## config.mk

```make
export PLATFORM = sky130hd
export DESIGN_NAME = instr_fetch_unit_flat
export DESIGN_NICKNAME = d
export VERILOG_FILES = /design/src/rtl/instr_fetch_unit_pkg.sv /design/src/rtl/instr_fetch_unit_if.sv /design/src/rtl/instr_fetch_unit_fifo.sv /design/src/rtl/instr_fetch_unit.sv /design/src/flat_wrapper.sv
export SDC_FILE = /design/constraint.sdc
export NUM_CORES = 1
export LEC_CHECK = 0
export BUFFER_PORTS_ARGS = -buffer_cell sky130_fd_sc_hd__buf_2
export CAP_MARGIN = 20
export CORE_ASPECT_RATIO = 1.25
export CORE_UTILIZATION = 45
export DETAILED_ROUTE_END_ITERATION = 10
export PLACE_DENSITY = 0.66
export SLEW_MARGIN = 15
export SYNTH_ARGS = -nofsm -noshare
export SYNTH_HDL_FRONTEND = slang
export SYNTH_HIERARCHICAL = 1
export SYNTH_SLANG_ARGS = --single-unit
```

## constraint.sdc

```tcl
create_clock -name clk_i -period 3.4 [get_ports clk_i]
set_input_delay 0.68 -clock clk_i [delete_from_list [all_inputs] [get_ports clk_i]]
set_output_delay 0.68 -clock clk_i [all_outputs]
set_load 0.1 [all_outputs]
```

## src/rtl/instr_fetch_unit_pkg.sv

```systemverilog
// fetch_pkg: shared widths, FIFO entry type and request FSM states for the fetch front end
package fetch_pkg;
  localparam int PC_W = 8;
  localparam int INSTR_W = 32;
  typedef struct packed {
    logic [PC_W-1:0]    pc;
    logic [INSTR_W-1:0] instr;
  } fetch_entry_t;
  typedef enum logic [1:0] {IDLE, REQ, STALL} fetch_state_t;
endpackage

```

## src/rtl/instr_fetch_unit_if.sv

```systemverilog
// instr_fetch_unit_if: instruction-memory req/gnt/rvalid bus plus decode valid/ready handshake
interface instr_fetch_unit_if;
  import fetch_pkg::*;
  logic               imem_req_o;
  logic [PC_W-1:0]    imem_addr_o;
  logic               imem_gnt_i;
  logic               imem_rvalid_i;
  logic [INSTR_W-1:0] imem_rdata_i;
  logic               instr_valid_o;
  logic [INSTR_W-1:0] instr_o;
  logic [PC_W-1:0]    instr_pc_o;
  logic               instr_ready_i;
  modport master (
    output imem_req_o, imem_addr_o, instr_valid_o, instr_o, instr_pc_o,
    input  imem_gnt_i, imem_rvalid_i, imem_rdata_i, instr_ready_i
  );
  modport slave (
    input  imem_req_o, imem_addr_o, instr_valid_o, instr_o, instr_pc_o,
    output imem_gnt_i, imem_rvalid_i, imem_rdata_i, instr_ready_i
  );
endinterface

```

## src/rtl/instr_fetch_unit_fifo.sv

```systemverilog
// fetch_fifo: DEPTH-entry prefetch FIFO of {pc, instr} with flush, count and registered storage
module fetch_fifo import fetch_pkg::*; #(
  parameter int DEPTH = 4
) (
  input  logic                         clk_i,
  input  logic                         rst_ni,
  input  logic                         flush_i,
  input  logic                         push_i,
  input  logic                         pop_i,
  input  fetch_entry_t                 entry_i,
  output fetch_entry_t                 head_o,
  output logic                         valid_o,
  output logic [$clog2(DEPTH+1)-1:0]   count_o
);
  localparam int CNT_W = $clog2(DEPTH + 1);
  localparam int PTR_W = $clog2(DEPTH);
  fetch_entry_t mem_q [DEPTH];
  fetch_entry_t mem_d [DEPTH];
  logic [PTR_W-1:0] wr_q, wr_d, rd_q, rd_d;
  logic [CNT_W-1:0] cnt_q, cnt_d;
  function automatic logic [PTR_W-1:0] nxt(input logic [PTR_W-1:0] p);
    return p == PTR_W'(DEPTH - 1) ? '0 : p + PTR_W'(1);
  endfunction
  always_comb begin
    mem_d = mem_q;
    if (push_i && !flush_i) mem_d[wr_q] = entry_i;
    wr_d  = flush_i ? '0 : push_i ? nxt(wr_q) : wr_q;
    rd_d  = flush_i ? '0 : pop_i ? nxt(rd_q) : rd_q;
    cnt_d = flush_i ? '0 : cnt_q + CNT_W'(push_i) - CNT_W'(pop_i);
  end
  always_ff @(posedge clk_i or negedge rst_ni)
    if (!rst_ni) begin
      mem_q <= '{default: '0};
      wr_q  <= '0;
      rd_q  <= '0;
      cnt_q <= '0;
    end else begin
      mem_q <= mem_d;
      wr_q  <= wr_d;
      rd_q  <= rd_d;
      cnt_q <= cnt_d;
    end
  assign head_o  = mem_q[rd_q];
  assign valid_o = cnt_q != '0;
  assign count_o = cnt_q;
endmodule

```

## src/rtl/instr_fetch_unit.sv

```systemverilog
// instr_fetch_unit: credit-limited instruction fetch with prefetch FIFO, back-pressure and redirect
module instr_fetch_unit import fetch_pkg::*; #(
  parameter int              DEPTH    = 4,
  parameter logic [PC_W-1:0] RESET_PC = '0
) (
  input  logic             clk_i,
  input  logic             rst_ni,
  input  logic             fetch_en_i,
  input  logic             redirect_i,
  input  logic [PC_W-1:0]  redirect_pc_i,
  instr_fetch_unit_if.master bus
);
  localparam int CNT_W = $clog2(DEPTH + 1);
  fetch_state_t state_q, state_d;
  logic [PC_W-1:0] fetch_pc_q, fetch_pc_d, resp_pc_q, resp_pc_d;
  logic [CNT_W-1:0] out_q, out_d, discard_q, discard_d, count, count_d;
  logic gnt, push, pop, credit_d, head_valid;
  fetch_entry_t entry, head;
  assign gnt   = state_q == REQ && bus.imem_gnt_i;
  assign push  = bus.imem_rvalid_i && discard_q == '0;
  assign pop   = head_valid && bus.instr_ready_i && !redirect_i;
  assign entry = {resp_pc_q, bus.imem_rdata_i};
  // Credit is judged on next-cycle totals so a raised request always has room for its response
  always_comb begin
    out_d      = out_q + CNT_W'(gnt) - CNT_W'(bus.imem_rvalid_i);
    count_d    = redirect_i ? '0 : count + CNT_W'(push) - CNT_W'(pop);
    credit_d   = {1'b0, count_d} + {1'b0, out_d} < (CNT_W+1)'(DEPTH);
    fetch_pc_d = redirect_i ? redirect_pc_i : gnt ? fetch_pc_q + PC_W'(1) : fetch_pc_q;
    resp_pc_d  = redirect_i ? redirect_pc_i : push ? resp_pc_q + PC_W'(1) : resp_pc_q;
    discard_d  = redirect_i ? out_d : discard_q - CNT_W'(bus.imem_rvalid_i && discard_q != '0);
    state_d    = redirect_i ? IDLE :
                 state_q == IDLE ? (fetch_en_i && credit_d ? REQ : IDLE) :
                 state_q == REQ  ? (!gnt ? REQ : !fetch_en_i ? IDLE : credit_d ? REQ : STALL) :
                 (!fetch_en_i ? IDLE : credit_d ? REQ : STALL);
  end
  always_ff @(posedge clk_i or negedge rst_ni)
    if (!rst_ni) begin
      state_q    <= IDLE;
      fetch_pc_q <= RESET_PC;
      resp_pc_q  <= RESET_PC;
      out_q      <= '0;
      discard_q  <= '0;
    end else begin
      state_q    <= state_d;
      fetch_pc_q <= fetch_pc_d;
      resp_pc_q  <= resp_pc_d;
      out_q      <= out_d;
      discard_q  <= discard_d;
    end
  fetch_fifo #(.DEPTH(DEPTH)) u_fifo (
    .clk_i   (clk_i),
    .rst_ni  (rst_ni),
    .flush_i (redirect_i),
    .push_i  (push),
    .pop_i   (pop),
    .entry_i (entry),
    .head_o  (head),
    .valid_o (head_valid),
    .count_o (count)
  );
  assign bus.imem_req_o    = state_q == REQ;
  assign bus.imem_addr_o   = fetch_pc_q;
  assign bus.instr_valid_o = head_valid;
  assign bus.instr_o       = head.instr;
  assign bus.instr_pc_o    = head.pc;
endmodule

```

## src/flat_wrapper.sv

```systemverilog
// flat-port wrapper written by rule: the top's interface ports become plain ports
module instr_fetch_unit_flat import fetch_pkg::*;
#(
  parameter int              DEPTH    = 4,
  parameter logic [PC_W-1:0] RESET_PC = '0
)
  (clk_i, rst_ni, fetch_en_i, redirect_i, redirect_pc_i, bus_imem_req_o, bus_imem_addr_o, bus_instr_valid_o, bus_instr_o, bus_instr_pc_o, bus_imem_gnt_i, bus_imem_rvalid_i, bus_imem_rdata_i, bus_instr_ready_i);
  instr_fetch_unit_if bus_i ();
  input  logic clk_i;
  input  logic rst_ni;
  input  logic fetch_en_i;
  input  logic redirect_i;
  input  logic [PC_W-1:0] redirect_pc_i;
  output wire logic [$bits(bus_i.imem_req_o)-1:0] bus_imem_req_o;
  output wire logic [$bits(bus_i.imem_addr_o)-1:0] bus_imem_addr_o;
  output wire logic [$bits(bus_i.instr_valid_o)-1:0] bus_instr_valid_o;
  output wire logic [$bits(bus_i.instr_o)-1:0] bus_instr_o;
  output wire logic [$bits(bus_i.instr_pc_o)-1:0] bus_instr_pc_o;
  input wire logic [$bits(bus_i.imem_gnt_i)-1:0] bus_imem_gnt_i;
  input wire logic [$bits(bus_i.imem_rvalid_i)-1:0] bus_imem_rvalid_i;
  input wire logic [$bits(bus_i.imem_rdata_i)-1:0] bus_imem_rdata_i;
  input wire logic [$bits(bus_i.instr_ready_i)-1:0] bus_instr_ready_i;
  assign bus_imem_req_o = bus_i.imem_req_o;
  assign bus_imem_addr_o = bus_i.imem_addr_o;
  assign bus_instr_valid_o = bus_i.instr_valid_o;
  assign bus_instr_o = bus_i.instr_o;
  assign bus_instr_pc_o = bus_i.instr_pc_o;
  assign bus_i.imem_gnt_i = bus_imem_gnt_i;
  assign bus_i.imem_rvalid_i = bus_imem_rvalid_i;
  assign bus_i.imem_rdata_i = bus_imem_rdata_i;
  assign bus_i.instr_ready_i = bus_instr_ready_i;
  instr_fetch_unit #(.DEPTH(DEPTH), .RESET_PC(RESET_PC)) u_core (.clk_i(clk_i), .rst_ni(rst_ni), .fetch_en_i(fetch_en_i), .redirect_i(redirect_i), .redirect_pc_i(redirect_pc_i), .bus(bus_i));
endmodule
```

==> results.md, run 1 <==
- Status: complete, no violations
- Final Skew: approximately 0.01 ns
- Utilization after layout: between 50% and 60%
- Cell area after layout: about 11,000 sq um
- Largest net degree at the start of global routing: 73
- TritonCTS Buffers: 17
- Mapped Cells: about 570
- Hold Path Class: in -> async
- Kind of critical path: reg -> reg
- Sum Neg Setup Slack: 0 ns
- # Post-CTS Setup Buffers: 0
- Area leader, netlist: dfrtp_1
- Syn-to-layout area delta: 14.4%
- GR Util All Layers: between 10% and 20%
- Reg2reg path depth: 12
- Crit Path Max Fanout: 5
- Starting DRT DRC Count: around 250
- Post-CTS Hold Buffers: 0
- FF-to-FF End: u_core/state_q[0]$_DFF_PN0_
- PortBufs: 96
- Synth unique cells: 45
- Fin crit share: roughly 95%
- Die Y: about 160 um
- Worst hold slack: roughly 0.25 ns
- Final total power: 9.34 mW
- IO Count: 97
- Sink Count: 191
- Vias in the first global route: just under 6,000
- ANT nets after route: 0
- CTS H-Tree Depth: 4
- Slew Limit Fails: 0
- Clock buffer depth: 2
- Asr flop ratio synth: between 90% and 100%
- Die footprint: 21,300 sq um
- Post-Syn Nets: about 640
- Final min period: 3.22 ns
- Worst r2r src: u_core/u_fifo/count_o[1]$_DFF_PN0_
- DR vias/cell: 5.36
- Resized cells post-CTS: 0
- Crit path launch: u_core/u_fifo/count_o[1]$_DFF_PN0_
- Top cell type's share of synthesized area: between 50% and 60%
- Final non-filler cell total: approximately 960
- Maxcap violations: 0
- Initial antenna violation count: 0
- Nets: between 700 and 800
- Main synth FF type: dfrtp_1
- Pleak: between 5 and 6 nW
- Post-DR wirelength/cell: approximately 20 um
- Placer Congestion: 0.805
- Fmax: 311 MHz
- Fin worst setup slack: 0.182 ns
- CP startpoint kind: flip-flop
- Row count: just under 60
- Starting Density: between 40 and 50%
- Post-synth EDFFs: 0
- Register area share after synthesis: around 51%
- # placed instances: 926
- Core area: between 20,000 and 25,000 sq um
- First-pass GRT wire length: 31.3 mm
- Clk_lat worst skew: 0.43 ns
- Dpl cell area: roughly 10,000 sq um
- R2r setup slk: roughly 0.18 ns
- Drt total wl: 18.8 mm
- Syn avg cell area: around 16 sq um
- Worst Setup End Kind: flip-flop
- Die W: 131 um
- Relative slew slack: between 50 and 60%
- Top cells by area, synth: dfrtp_1 (51%), mux2_4 (19%), mux4_2 (9.7%), mux2_2 (4.0%), buf_6 (2.4%)
- Worst Tran Pin Value: slightly below 0.7 ns
- RSZ-0062 raised after global routing: no
- Share of layout cells above drive strength 1: 51.3%
- CP arrival: approximately 3.6 ns
- Synthesized area: between 9000 and 10,000 sq um
- Grt ovf: 0
- Flops & latches, synth: 191
- Dpl ws: roughly 0.11 ns
- Final setup viols: 0
- TritonCTS clock tree: done
- DP HPWL: 12.4 mm
- CTS root buffer: clkbuf_16
- First drt pass iteration count: 4
- Routed vias: 5,133
- WP data required: roughly 3.8 ns
- # DRC: 0
- Yosys warns: 6
- Clock slew at reported path FFs: roughly 0.070 ns
- Peak VDD IR: between 0.5 and 0.6 mV
- Ant diodes: 0
- Pwr per Cell Area: 875 nW/um^2
- Final hold vios: 0
## synth_stat cells, drive strengths merged, types with 2 or more instances
cell and n:
or3 5, ha 16, mux4 40, and3 2, o31ai 4, xnor2 8, nor3 2, a31oi 8
nand3b 7, clkbuf 4, mux2 163, nand4b 3, or4 4, nand2 9, inv 18, or2 2
mux2i 2, nand4 2, nor2b 5, a21oi 7, xor2 2, dfrtp 191, o21ai 6, buf 28
a211oi 2, nand3 3, nor2 16, fa 3
## metal layers
layer / global-route usage [%] / part of all wire, %
met4: 5.54 / 1.2
met2: 32.5 / 51
met5: 0 / 0
met3: 3.90 / 3.0
met1: 25.2 / 45
## area by class of cell
class	count	area, sq um
Fill cell	1663	9570
Sequential cell	191	4780
Multi-Input combinational cell	330	4190
Timing Repair Buffer	117	694
Clock buffer	20	467
Tap cell	270	338
Clock inverter	12	131
Inverter	18	67.6
## flip-flops by register name, summed over array words and instances (netlist names)
name / flops
u_core/u_fifo/mem_q: 160
u_core/bus.imem_addr_o: 8
u_core/resp_pc_q: 8
u_core/discard_q: 3
u_core/out_q: 3
u_core/u_fifo/count_o: 3
u_core/state_q: 2
u_core/u_fifo/rd_q: 2
u_core/u_fifo/wr_q: 2
## report_power, final
group	total (mW)	internal, mW	leakage [nW]	switching, mW
logic	4.27	1.31	2.67	2.96
registers	3.05	2.73	2.53	0.322
clock network	2.02	1.15	0.297	0.874
## worst max-delay path by stage
stage / to / slack [ns] / depth (start not counted)
floorplan: u_core/state_q[0]$_DFF_PN0_ / 0.01 / 12
global placement: u_core/state_q[1]$_DFF_PN0_ / 0.22 / 10
detailed placement: u_core/state_q[1]$_DFF_PN0_ / 0.11 / 10
CTS: u_core/state_q[1]$_DFF_PN0_ / 0.14 / 10
global route: u_core/state_q[1]$_DFF_PN0_ / 0.01 / 11
finish: u_core/state_q[0]$_DFF_PN0_ / 0.18 / 12
## cell families (layout without fill, tap and decap cells)
family	count (synthesis)	after routing	synth area share, %
XOR/XNOR	11	11	1.18
adder cells (fa/ha/maj)	19	19	2.79
AND/OR/NAND/NOR	63	63	4.36
multiplexers	205	205	34.4
buffers and inverters	50	167	3.87
flip-flops	191	191	51.2
AO/OA/AOI/OAI	32	32	2.23
## cell usage in the layout, fill, tap and decap left out, types with 3 or more instances in the layout
cell / n
buf_4: 17
clkinv_2: 4
mux2_4: 120
inv_6: 3
xnor2_1: 8
nor2_1: 16
or4_1: 4
nand3b_4: 4
buf_2: 95
ha_1: 16
nor2b_1: 5
o31ai_1: 4
dfrtp_1: 189
mux4_2: 40
fa_1: 3
o21ai_0: 6
nand3b_1: 3
mux2_1: 10
clkbuf_16: 17
clkbuf_8: 3
nand2_1: 9
buf_12: 4
nand3_1: 3
or3_1: 4
inv_1: 18
mux2_2: 33
a21oi_1: 7
a31oi_1: 8
nand4b_1: 3
## critical path, stage by stage (launching register included)
cell and delay [ns]:
dfrtp_1 0.47, or3_2 0.50, and3_1 0.26, ha_1 0.30
inv_1 0.04, ha_1 0.19, fa_1 0.38, xnor2_1 0.17
nor2_1 0.06, ha_1 0.28, nor3_1 0.29, a32oi_1 0.15
nor2_1 0.09
No activity file was read; power rests on OpenSTA's default activity.
==> run 2: changes to the inputs <==
Clock period 3.4 ns to 3.3 ns, I/O delays scaled along.
==> results.md, run 2 (synthesis results as in run 1) <==
- Status: complete, no violations
- Initial antenna violation count: 0 (unchanged)
- Sequential power share: 32.4% (-0.3 points)
- First drt pass iteration count: 4 (unchanged)
- Starting Density: 46.1% (unchanged)
- Fin crit share: 95.8% (+1.1 points)
- # DRC: 0 (unchanged)
- # placed instances: 923 (-0.32%)
- Maxcap violations: 0 (unchanged)
- Final non-filler cell total: 955 (-0.31%)
- CP startpoint kind: flip-flop
- Final total power: 9.78 mW (+4.7%)
- Starting DRT DRC Count: 265 (+5.6%)
- Utilization after layout: 52.8% (+0.068 points)
- Sw frac: 44.3% (-0.17 points)
- TritonCTS Buffers: 17 (unchanged)
- GR Util All Layers: 19.3% (about the same)
- CP arrival: 3.52 ns (-0.06 ns)
- Syn-to-layout area delta: 14.5%
- Row count: 58 (unchanged)
- Pwr per Cell Area: 915 nW/um^2 (+4.6%)
- First-pass GRT wire length: 31.2 mm (-0.35%)
- CTS root buffer: clkbuf_16
- Slew Limit Fails: 0 (unchanged)
- RSZ-0062 raised after global routing: no
- Hold Path Class: in -> async
- Commonest non-fill, non-tap cell in the layout: dfrtp_1
- Dpl cell area: 10,000 sq um (-0.26%)
- Die footprint: 21,300 sq um (unchanged)
- DP HPWL: 12.0 mm (-3.0%)
- DR vias/cell: 5.34 (-0.43%)
- Core area: 20,200 sq um (unchanged)
- Final Skew: 0.00726 ns (-0.00273 ns)
- Sink Count: 191 (unchanged)
- Die W: 131 um (unchanged)
- Ant diodes: 0 (unchanged)
- Die Y: 163 um (unchanged)
- Post-DR wirelength/cell: 19.8 um (+0.93%)
- Worst hold slack: 0.283 ns (+0.0324 ns)
- Dpl ws: -0.0231 ns (-0.130 ns)
- Drt total wl: 18.9 mm (+0.62%)
- Pleak: 5.49 nW (-0.28%)
- Logic pwr share: 44.9% (-0.8 points)
- Final min period: 3.16 ns (-0.0573 ns)
- Share of layout cells above drive strength 1: 51.1% (-0.21 points)
- Cell area after layout: 10,700 sq um (+0.13%)
- Grt ovf: 0 (unchanged)
- Placer Congestion: 0.796 (-1.2%)
- Largest net degree at the start of global routing: 91 (+25%)
- Worst Setup End Kind: flip-flop
- Fmax: 316 MHz (+1.8%)
- Vias in the first global route: 5,780 (-1.3%)
- Fillers: 1,614 (-2.9%)
- Final hold vios: 0 (unchanged)
- Fin worst setup slack: 0.139 ns (-0.0427 ns)
- Max reg flops: 160 (unchanged)
- Clk_lat worst skew: 0.43 ns (about the same)
- IO Count: 97 (unchanged)
- Largest Register: u_core/u_fifo/mem_q
- Clock slew at reported path FFs: 0.07 ns (about the same)
- Kind of critical path: reg -> reg
- Worst Tran Pin Value: 0.728 ns (+0.0468 ns)
- Relative slew slack: 51.5% (-3.1 points)
- CTS H-Tree Depth: 4 (unchanged)
- Final setup viols: 0 (unchanged)
- Nets: 738 (-0.40%)
- Peak VDD IR: 0.538 mV (+6.4%)
- Crit Path Max Fanout: 5 (unchanged)
- Most frequent cells in the layout: dfrtp_1 (189), mux2_4 (120), buf_2 (95)
- Sum Neg Setup Slack: 0 ns (unchanged)
- PortBufs: 96 (unchanged)
- Pint: 5.45 mW (+5.0%)
- Routed vias: 5,095 (-0.74%)
- Switching Power: 4.33 mW (+4.3%)
- Clock group share of total power: 22.7% (+1.1 points)
- ANT nets after route: 0 (unchanged)
- TritonCTS clock tree: done
- Clock buffer depth: 2 (unchanged)
- WP data required: 3.66 ns (-0.11 ns)
==> run 2: cell types whose count changed in the layout (fill, tap and decap cells not counted), moves of 2 or more <==
| cell | previous run | this run |
|---|---|---|
| clkinv_2 | 4 | 1 |
| bufinv_16 | 2 | 4 |
| buf_4 | 17 | 15 |
| clkbuf_8 | 3 | 1 |
==> run 2: final cells by class <==
cell class	count	area (sq um)	area share [%]
clock inverter	14	204	1.91
clock buffer	18	429	4.02
timing repair buffer	114	662	6.19
tap	270	338	3.16
sequential	191	4780	44.8
multi-input combinational	330	4200	39.3
inverter	18	67.6	0.632
==> run 2: final timing paths <==
| path | slack, ns | from | to | depth (start not counted) |
|---|---|---|---|---|
| max | 0.14 | u_core/u_fifo/count_o[1]$_DFF_PN0_ | u_core/state_q[0]$_DFF_PN0_ | 12 |
| min | 0.28 | rst_ni | u_core/out_q[0]$_DFF_PN0_ | 1 |
| max reg2reg | 0.14 | u_core/u_fifo/count_o[1]$_DFF_PN0_ | u_core/state_q[0]$_DFF_PN0_ | 12 |
| min reg2reg | 0.48 | u_core/u_fifo/mem_q[25]$_DFFE_PN0P_ | u_core/u_fifo/mem_q[25]$_DFFE_PN0P_ | 1 |
| max in group asynchronous | 2.12 | rst_ni | u_core/u_fifo/mem_q[77]$_DFFE_PN0P_ | 2 |
| min in group clk_i | 0.48 | fetch_en_i | u_core/state_q[1]$_DFF_PN0_ | 3 |
==> run 2: timing repair <==
item | in CTS | in global routing
buffers inserted | 0 | 0
endpoints found under the hold margin | 0 | 0
endpoints found under the setup margin | 0 | 1
resized for setup | 0 | 2
hold buffers | 0 | 0
==> run 2: worst max-delay path, cell delays in order, from the launching register on <==
cell     delay (ns)
dfrtp_1        0.46
or3_4          0.40
and3_1         0.26
ha_1           0.30
inv_1          0.04
ha_1           0.18
fa_1           0.38
xnor2_1        0.17
nor2_1         0.06
ha_1           0.28
nor3_1         0.31
a32oi_1        0.15
nor2_1         0.10
==> run 2: layer usage <==
metal	GRT usage, %	vias to the layer above	routed length, um
met5	0	-	0
met2	31.1	108	9460
met3	3.31	31	619
met1	25.9	2668	8410
li1	-	2288	-
met4	7.94	0	411
==> run 2: power by group through the flow <==
stage	Sequential [mW]	Clock, mW	Combinational, mW
5_1_grt	3.24	2.35	4.59
2_1_floorplan	3.14	0	3.74
6_report	3.17	2.22	4.39
4_1_cts	3.18	2.27	4.42
3_5_place_dp	3.21	0	4.42
3_3_place_gp	3.16	0	4.33
